File: src/rtl/brn_resolve_pkg.sv
// rtl/brn_resolve_pkg.sv - shared encodings, BHT counter type and helpers for branch resolution
package brn_resolve_pkg;

  // funct3 branch condition encodings
  localparam logic [2:0] BR_EQ  = 3'b000;
  localparam logic [2:0] BR_NE  = 3'b001;
  localparam logic [2:0] BR_LT  = 3'b100;
  localparam logic [2:0] BR_GE  = 3'b101;
  localparam logic [2:0] BR_LTU = 3'b110;
  localparam logic [2:0] BR_GEU = 3'b111;

  localparam logic [6:0] OP_JALR = 7'b1100111;

  typedef logic [1:0] bht_cnt_t;

  // weakly not-taken
  localparam bht_cnt_t BHT_INIT = 2'b01;

  // 2-bit saturating up/down step
  function automatic bht_cnt_t bht_sat_update(input bht_cnt_t cnt, input logic taken);
    bht_cnt_t res;
    res = cnt;
    if (taken) begin
      if (cnt != 2'b11) res = cnt + 2'b01;
    end else begin
      if (cnt != 2'b00) res = cnt - 2'b01;
    end
    return res;
  endfunction

endpackage

File: src/rtl/bht_2bit.sv
// rtl/bht_2bit.sv - 2-bit saturating branch history table, comb read, sync write, async reset
module bht_2bit #(
  parameter int                        IDX_W = 6,
  parameter brn_resolve_pkg::bht_cnt_t INIT  = brn_resolve_pkg::BHT_INIT
) (
  input  logic                            clk,
  input  logic                            rst,
  input  logic [IDX_W-1:0]                rd_idx_i,
  output brn_resolve_pkg::bht_cnt_t       rd_cnt_o,
  input  logic                            wr_en_i,
  input  logic [IDX_W-1:0]                wr_idx_i,
  input  logic                            wr_taken_i
);
  import brn_resolve_pkg::*;

  localparam int ENTRIES = 1 << IDX_W;

  bht_cnt_t cnt_q [ENTRIES];
  bht_cnt_t cnt_d [ENTRIES];

  // read returns the stored value; a same-cycle write is not bypassed
  always_comb begin
    rd_cnt_o = cnt_q[rd_idx_i];
  end

  // next-state: at most one entry trained per cycle
  always_comb begin
    for (int i = 0; i < ENTRIES; i++) begin
      cnt_d[i] = cnt_q[i];
    end
    if (wr_en_i) begin
      cnt_d[wr_idx_i] = bht_sat_update(cnt_q[wr_idx_i], wr_taken_i);
    end
  end

  // counter array; reset wins over any in-flight update
  always_ff @(posedge clk or posedge rst) begin
    if (rst) begin
      for (int i = 0; i < ENTRIES; i++) begin
        cnt_q[i] <= INIT;
      end
    end else begin
      for (int i = 0; i < ENTRIES; i++) begin
        cnt_q[i] <= cnt_d[i];
      end
    end
  end

endmodule

File: src/rtl/brn_resolve_unit.sv
// rtl/brn_resolve_unit.sv - EX-stage branch resolution, redirect/flush and BHT training (optional BRN_RESOLVE_STATS_EN)
module brn_resolve_unit #(
  parameter int                        BHT_IDX_W = 6,
  parameter brn_resolve_pkg::bht_cnt_t BHT_INIT  = brn_resolve_pkg::BHT_INIT
) (
  input  logic        clk,
  input  logic        reset,
  input  logic        valid_ex_i,
  input  logic [6:0]  op_ex_i,
  input  logic [2:0]  funct3_ex_i,
  input  logic        is_b_type_ex_i,
  input  logic        jump_ex_i,
  input  logic [31:0] r_data_p1_ex_i,
  input  logic [31:0] r_data_p2_ex_i,
  input  logic [31:0] sext_imm_ex_i,
  input  logic [31:0] curr_pc_ex_i,
  input  logic [31:0] next_seq_pc_ex_i,
  input  logic [31:0] next_brn_pc_ex_i,
  input  logic [31:0] next_pred_pc_ex_i,
  input  logic        brn_pred_ex_i,
  input  logic [31:0] lookup_pc_i,
  output logic        pred_taken_o,
  output logic        redirect_o,
  output logic [31:0] redirect_pc_o,
  output logic        flush_if_o,
  output logic        flush_id_o,
  output logic        clr_ex_o,
  output logic        brn_taken_o
`ifdef BRN_RESOLVE_STATS_EN
  ,
  output logic [31:0] stat_brn_cnt_o,
  output logic [31:0] stat_mispred_cnt_o
`endif
);
  import brn_resolve_pkg::*;

  logic        ctl;
  logic        cond;
  logic        taken;
  logic        is_jalr;
  logic [31:0] jalr_sum;
  logic [31:0] target;
  logic [31:0] actual_pc;
  logic        mispred;
  logic        bht_wr_en;
  bht_cnt_t    lookup_cnt;

  // direction prediction is a PC-only check; the predicted bit and high PC bits are not needed here
  logic unused_bits;
  assign unused_bits = ^{brn_pred_ex_i, curr_pc_ex_i[31:BHT_IDX_W+2], curr_pc_ex_i[1:0],
                         lookup_pc_i[31:BHT_IDX_W+2], lookup_pc_i[1:0], lookup_cnt[0]};

  // evaluate condition, target and mispredict for the instruction in EX
  always_comb begin
    ctl       = 1'b0;
    cond      = 1'b0;
    taken     = 1'b0;
    is_jalr   = 1'b0;
    jalr_sum  = 32'h0;
    target    = 32'h0;
    actual_pc = 32'h0;
    mispred   = 1'b0;
    bht_wr_en = 1'b0;

    ctl = valid_ex_i & (is_b_type_ex_i | jump_ex_i);

    case (funct3_ex_i)
      BR_EQ:   cond = (r_data_p1_ex_i == r_data_p2_ex_i);
      BR_NE:   cond = (r_data_p1_ex_i != r_data_p2_ex_i);
      BR_LT:   cond = ($signed(r_data_p1_ex_i) <  $signed(r_data_p2_ex_i));
      BR_GE:   cond = ($signed(r_data_p1_ex_i) >= $signed(r_data_p2_ex_i));
      BR_LTU:  cond = (r_data_p1_ex_i <  r_data_p2_ex_i);
      BR_GEU:  cond = (r_data_p1_ex_i >= r_data_p2_ex_i);
      default: cond = 1'b0;
    endcase

    taken    = jump_ex_i | (is_b_type_ex_i & cond);
    is_jalr  = jump_ex_i & (op_ex_i == OP_JALR);
    jalr_sum = r_data_p1_ex_i + sext_imm_ex_i;
    target   = is_jalr ? (jalr_sum & 32'hFFFF_FFFE) : next_brn_pc_ex_i;

    // non-control instructions fall through, so a stale BTB hit also redirects
    actual_pc = taken ? target : next_seq_pc_ex_i;
    mispred   = valid_ex_i & (actual_pc != next_pred_pc_ex_i);
    bht_wr_en = valid_ex_i & is_b_type_ex_i;
  end

  // drive redirect and squash outputs; the EX instruction itself keeps going
  always_comb begin
    redirect_o    = mispred;
    redirect_pc_o = valid_ex_i ? actual_pc : 32'h0;
    flush_if_o    = mispred;
    flush_id_o    = mispred;
    clr_ex_o      = mispred;
    brn_taken_o   = valid_ex_i & taken;
    pred_taken_o  = lookup_cnt[1];
  end

  bht_2bit #(
    .IDX_W (BHT_IDX_W),
    .INIT  (BHT_INIT)
  ) u_bht (
    .clk        (clk),
    .rst        (reset),
    .rd_idx_i   (lookup_pc_i[BHT_IDX_W+1:2]),
    .rd_cnt_o   (lookup_cnt),
    .wr_en_i    (bht_wr_en),
    .wr_idx_i   (curr_pc_ex_i[BHT_IDX_W+1:2]),
    .wr_taken_i (taken)
  );

`ifdef BRN_RESOLVE_STATS_EN
  logic [31:0] stat_brn_cnt_q;
  logic [31:0] stat_brn_cnt_d;
  logic [31:0] stat_mispred_cnt_q;
  logic [31:0] stat_mispred_cnt_d;

  // saturating event counters
  always_comb begin
    stat_brn_cnt_d     = stat_brn_cnt_q;
    stat_mispred_cnt_d = stat_mispred_cnt_q;
    if (ctl && (stat_brn_cnt_q != 32'hFFFF_FFFF)) begin
      stat_brn_cnt_d = stat_brn_cnt_q + 32'd1;
    end
    if (mispred && (stat_mispred_cnt_q != 32'hFFFF_FFFF)) begin
      stat_mispred_cnt_d = stat_mispred_cnt_q + 32'd1;
    end
  end

  // stats registers
  always_ff @(posedge clk or posedge reset) begin
    if (reset) begin
      stat_brn_cnt_q     <= 32'h0;
      stat_mispred_cnt_q <= 32'h0;
    end else begin
      stat_brn_cnt_q     <= stat_brn_cnt_d;
      stat_mispred_cnt_q <= stat_mispred_cnt_d;
    end
  end

  assign stat_brn_cnt_o     = stat_brn_cnt_q;
  assign stat_mispred_cnt_o = stat_mispred_cnt_q;
`else
  logic unused_ctl;
  assign unused_ctl = ctl;
`endif

endmodule

File: config.mk
export PLATFORM = sky130hd
export DESIGN_NAME = brn_resolve_unit
export DESIGN_NICKNAME = d
export VERILOG_FILES = /design/src/rtl/brn_resolve_pkg.sv /design/src/rtl/bht_2bit.sv /design/src/rtl/brn_resolve_unit.sv
export SDC_FILE = /design/constraint.sdc
export NUM_CORES = 1
export LEC_CHECK = 0
export CAP_MARGIN = 20
export CORE_MARGIN = 2
export CORE_UTILIZATION = 50
export DETAILED_ROUTE_END_ITERATION = 8
export PLACE_DENSITY = 0.89
export SYNTH_ARGS = -nofsm -noshare
export SYNTH_HDL_FRONTEND = slang
export SYNTH_SLANG_ARGS = --single-unit
File: constraint.sdc
create_clock -name clk -period 6.5 [get_ports clk]
set_input_delay 0.975 -clock clk [delete_from_list [all_inputs] [get_ports clk]]
set_output_delay 0.975 -clock clk [all_outputs]
set_load 0.05 [all_outputs]
=== Word-level counts from Yosys, hierarchy flattened ===
Index checks and enable logic that the tools add are counted.

* Logic and storage cells: 112
* Register bits: 128
* Output and inout bits: 38

* Bitwise operators: 8
* Mux-type cells: 17
* $add $sub $neg: 3
* Reduce and logical (&&, ||, !) cells: 3
* Equality and inequality tests: 10
* $lt $le $gt $ge: 7

{| class="wikitable"
|+ Operators with widths
! cell !! count
|-
| $bwmux 128 || 1
|-
| $mux 32 || 3
|-
| $ge 32x32->1 || 2
|-
| $lt 32x32->1 || 2
|-
| $ne 32x32->1 || 2
|-
| $add 32x32->32 || 1
|-
| $eq 32x32->1 || 1
|-
| $bmux 2 s6 || 2
|-
| $mux 2 || 9
|-
| $ge 7x7->1 const B || 2
|-
| $not 6->7 || 2
|-
| $demux 2 s6 || 1
|-
| $eq 3x3->1 const B || 4
|-
| $eq 7x7->1 const B || 1
|-
| $lt 7x1->1 const B || 1
|-
| $pmux 1 s6 || 1
|-
| $and 1x1->1 || 5
|-
| $eq 3x1->1 const B || 1
|-
| $logic_not 3->1 || 1
|-
| $add 2x1->2 const B || 1
|-
| $ne 2x2->1 const B || 1
|-
| $reduce_bool 2->1 || 1
|-
| $sub 2x1->2 const B || 1
|-
| $logic_and 1x1->1 || 1
|-
| $or 1x1->1 || 1
|}

=== Depth between registers and ports, before layout ===
* Depth after elaboration: 9
* Gate-level depth with buffers: 17

=== Cells and area by module ===
Synthesis repeated with hierarchy kept, for this count alone.

* Cells, all modules: 1423
* Area total of the unflattened synthesis: 11911.4 µm²

{| class="wikitable"
|+ Modules (own cells, without submodules)
! module !! times used !! area each (µm²) !! cells each
|-
| bht_2bit || 1 || 7287.0 || 710
|-
| brn_resolve_unit || 1 || 4624.4 || 713
|}

=== Worst setup path before layout ===
No wires, ideal clock.

* Kind: input to output
* From: input r_data_p2_ex_i[31]
* To: output flush_id_o
* Arrival: 4953 ps
* Data required time: 5525 ps
* Setup slack: 572 ps
* Cell stages on the path: 16
* Cell sequence: inv_1 ha_1 nand4_4 nor4_4 nand3_2 mux2i_2 o211a_1 nand3b_2 or4_4 nand2_2 buf_4 a21oi_1 o32ai_1 nor4_1 a41oi_1 buf_4

* Longest elaborated chain between the ends: 7
* Elaborated cells on any way between the ends: 12
* Classes of those cells: order compare (4); eq/ne (3); mux (2); bitwise (3)

{| class="wikitable"
|+ RTL lines
! item !! RTL line !! RTL
|-
| start: declaration || brn_resolve_unit.sv:14 || <nowiki>input logic [31:0] r_data_p2_ex_i,</nowiki>
|-
| $ge 32x32->1 (tied with other cells) || brn_resolve_unit.sv:73 || <nowiki>BR_GEU: cond = (r_data_p1_ex_i >= r_data_p2_ex_i);</nowiki>
|-
| $pmux 1 s6 (*) || brn_resolve_unit.sv:67 || <nowiki>case (funct3_ex_i)</nowiki>
|-
| $and 1x1->1 (*) || brn_resolve_unit.sv:77 || <nowiki>taken = jump_ex_i | (is_b_type_ex_i & cond);</nowiki>
|-
| $or 1x1->1 (*) || brn_resolve_unit.sv:77 ||
|-
| $mux 32 (*) || brn_resolve_unit.sv:83 || <nowiki>actual_pc = taken ? target : next_seq_pc_ex_i;</nowiki>
|-
| $ne 32x32->1 (*) || brn_resolve_unit.sv:84 || <nowiki>mispred = valid_ex_i & (actual_pc != next_pred_pc_ex_i);</nowiki>
|-
| $and 1x1->1 (*) || brn_resolve_unit.sv:84 ||
|-
| end: declaration || brn_resolve_unit.sv:26 || <nowiki>output logic flush_id_o,</nowiki>
|}

Mark *: on every way between the ends. The rest lies on a longest branch, timed or not.

=== Final worst setup path ===
* From: input r_data_p2_ex_i[31]
* To: output clr_ex_o

* Longest elaborated chain between the ends: 7
* Elaborated cells on any way between the ends: 12
* Classes of those cells: order compare (4); eq/ne (3); mux (2); bitwise (3)

{| class="wikitable"
|+ RTL lines
! item !! RTL line !! RTL
|-
| $ge 32x32->1 (tied with other cells) || brn_resolve_unit.sv:73 ||
|-
| $pmux 1 s6 (*) || brn_resolve_unit.sv:67 ||
|-
| $and 1x1->1 (*) || brn_resolve_unit.sv:77 ||
|-
| $or 1x1->1 (*) || brn_resolve_unit.sv:77 ||
|-
| $mux 32 (*) || brn_resolve_unit.sv:83 ||
|-
| $ne 32x32->1 (*) || brn_resolve_unit.sv:84 ||
|-
| $and 1x1->1 (*) || brn_resolve_unit.sv:84 ||
|-
| end: declaration || brn_resolve_unit.sv:27 || <nowiki>output logic clr_ex_o,</nowiki>
|}

Marks and branches as above.

==> out/metrics.yaml <==
run_status:
  status: "complete, no violations"
worst_setup_path:
  slowest_stage: "nor4_4"
  critical-path-max-stage-delay_ps: 510
  endpoint_kind: "output port"
  path_delay_family: "simple AND/OR/NAND/NOR gates"
  crit_type: "input port to output port"
  r2r_setup_slack_ps: 3500
  required_ps: 5520
  path_max_fanout: 13
  arrival_ps: 5350
  cp-start-kind: "input port"
  crit_buf_inv: 4
  cp_cell_sequence: "clkdlybuf4s50_1 > inv_1 > ha_1 > nand4_4 > nor4_4 > nand3_2 > mux2i_2 > o211a_1 > nand3b_2 > or4_4 > nand2_2 > a31oi_1 > a211o_1 > nor4_1 > a41oi_1 > buf_4 > buf_12"
synth:
  yosys_warnings: 0
  async_reset_ff_share_pct: 100
  synthFlopType: "dfstp_2"
  synth-edff-count: 0
  syn_nets: 1568
  synthesis.area_um2: 11300
  avgSynthCellArea_um2: 9.13
  ys_types: 95
  yosysSeqAreaShare_pct: 29.2
  ys_ff_latch: 128
  syn_inst: 1233
cells_and_area:
  largestRegisters: "u_bht.cnt_q: 128 flops"
  final_cell_mix: "clkdlybuf4s50_1 (221), nor2_1 (142), mux2_2 (129), nand2_1 (89)"
  final_util_pct: 69.0
  area_growth_pct: 34.6
  largest-register: "u_bht.cnt_q"
  layout_commonest_cell: "clkdlybuf4s50_1"
  drive_gt1_share_pct: 24.1
  largest_register_ffs: 128
  fill_cells: 1580
  fin_nets: 1815
  final_cells: 1777
detailed_routing:
  drtIter0Drc: 1566
  drc: 0
  ant_nets: 0
  num_vias: 11900
  wl_per_cell_um: 24.4
  first_pass_iters: 6
  wirelength_mm: 43.3
  viasPerCell: 6.69
placed_design:
  numPlacedInstances: 1740
  gp_congestion: 0.990
  port_buffers: 256
  dp_slack_ps: 172
  hpwlAfterDp_mm: 32.2
cts:
  insertion_delay_ps: 430
  cts_sinks: 128
  htree_levels: 4
  clock_tree.root_cell: "clkbuf_16"
  cts_tree: "yes"
  holdBufCountCts: 0
  cts_inserted_buffers: 17
  cts_buffer_depth: 2
  clkTransAtPathRegs_ps: 60
global_routing:
  grt_pass1_vias: 11700
  track_usage_pct: 35.9
  grt_max_degree: 82
  overflow: 0
  grt_pass1_wl_mm: 65.9
  antenna_found_initial: 4
floorplan:
  die_y_um: 154
  die_area_um2: 23700
  die_w_um: 154
  initial_utilization_pct: 51.3
  rows: 54
  coreArea_um2: 22000
  io_pins: 310
timing:
  worst_pin_slew_ps: 1040
  hold_slack_ps: 540
  fmax_mhz: 158
  period_share_pct: 97.4
  finClkSkew_ps: 8.15
  maxSlewHeadroom_pct: 30.2
  period_minus_slack_ps: 6330
  hold_viol: 0
  setup_viol: 0
  fin_ws_ps: 172
  slew_violations: 0
pwr:
  p_comb_share_pct: 31.6
  cell_internal_pwr_mw: 1.97
  p_switching_mw: 0.899
  peakVddDrop_v: 0.000219
  sw_frac_of_total_pct: 31.4
  clockPowerShare_pct: 37.4
  seqPwrFrac_pct: 31.0
  p_leak_nw: 6.34
  cellPowerDensity_nw_per_um2: 189
flow_run:
  drv_cap: 0
hold_path:
  min_path_type: "flip-flop to flip-flop"
## synthesized netlist by cell type (8+ instances only)
cell type,n,area (µm²)
o211a_1,9,90.1
xor2_1,19,166
mux4_2,21,473
a21oi_1,53,265
a22oi_1,34,255
nand3_1,17,85.1
mux2_2,129,1450
o21ai_0,41,205
dfstp_2,64,1680
a31oi_1,27,169
clkbuf_1,50,188
inv_1,60,225
dfrtp_1,64,1600
a211oi_1,23,173
nand4_1,15,93.8
a21o_1,13,97.6
nor2_1,143,537
and3_1,9,56.3
ha_1,62,776
nor4_1,12,75.1
xnor2_1,23,201
nor3_1,25,125
a22o_1,16,140
a221oi_1,23,201
nand2_1,89,334
or3_1,8,50.1
o211ai_1,12,90.1
mux2i_1,8,80.1
## power groups by stage
stage,combinational (mW),sequential [mW],clock [mW]
floorplan,0.488,0.887,0
CTS,0.885,0.885,1.07
global placement,0.864,0.892,0
finish,0.906,0.887,1.07
global route,0.960,0.890,1.11
detailed placement,0.879,0.895,0
## final timing paths
| path | from | end | cells after the start |
|---|---|---|---|
| worst max-delay path | r_data_p2_ex_i[31] | clr_ex_o | 17 |
| worst min-delay path | u_bht.cnt_q[89]$_DFFE_PP0P_ | u_bht.cnt_q[89]$_DFFE_PP0P_ | 1 |
| worst max register to register | u_bht.cnt_q[22]$_DFFE_PP1P_ | u_bht.cnt_q[34]$_DFFE_PP1P_ | 8 |
| worst min register to register | u_bht.cnt_q[89]$_DFFE_PP0P_ | u_bht.cnt_q[89]$_DFFE_PP0P_ | 1 |
| max in group asynchronous | reset | u_bht.cnt_q[4]$_DFFE_PP1P_ | 3 |
| min in group asynchronous | reset | u_bht.cnt_q[39]$_DFFE_PP0P_ | 2 |
## repair_timing
action,in CTS,in global routing
setup buffers,0,1
resized for setup,0,6
setup endpoints to repair,0,4
## stage by stage
step | total power [mW] | setup TNS (ps) | instance area [µm²]
after floorplan | 1.37 | 0 | 11300
after global placement | 1.76 | 0 | 14400
after detailed placement | 1.77 | 0 | 14400
after CTS | 2.84 | 0 | 15100
after global routing | 2.96 | -46.2 | 15200
final | 2.86 | 0 | 15200
## cell families (layout without fill, tap and decap cells)
group / after synthesis / after routing / synth area share [%]
DFF: 128 / 128 / 29.2
AOI/OAI and AO/OA: 331 / 331 / 20.9
buffers and inverters: 130 / 390 / 4.67
muxes: 159 / 159 / 17.9
other: 0 / 4 / 0
adders and majority gates: 64 / 64 / 7.17
and+or+nand+nor: 377 / 377 / 16.5
xor gates and xnor gates: 44 / 44 / 3.61
## area by class of cell
cell class | instances | area (µm²) | area share, %
Antenna cell | 4 | 10.0 | 0.0661
Clock buffer | 19 | 453 | 2.99
Clock inverter | 13 | 209 | 1.38
Inverter | 61 | 231 | 1.53
Multi-Input combinational cell | 975 | 7480 | 49.4
Sequential cell | 128 | 3280 | 21.7
Tap cell | 280 | 350 | 2.31
Timing Repair Buffer | 297 | 3130 | 20.7
## routing by layer
metal,up-vias,share of wire [%],global-route usage [%],wire length [µm]
li1,5142,-,-,-
met1,5637,37,44.2,16200
met2,907,45,57.0,19300
met3,195,12,9.44,5030
met4,0,6.3,20.7,2740
met5,-,0,0,0
Note: power is estimated with default switching activity, not from simulation.
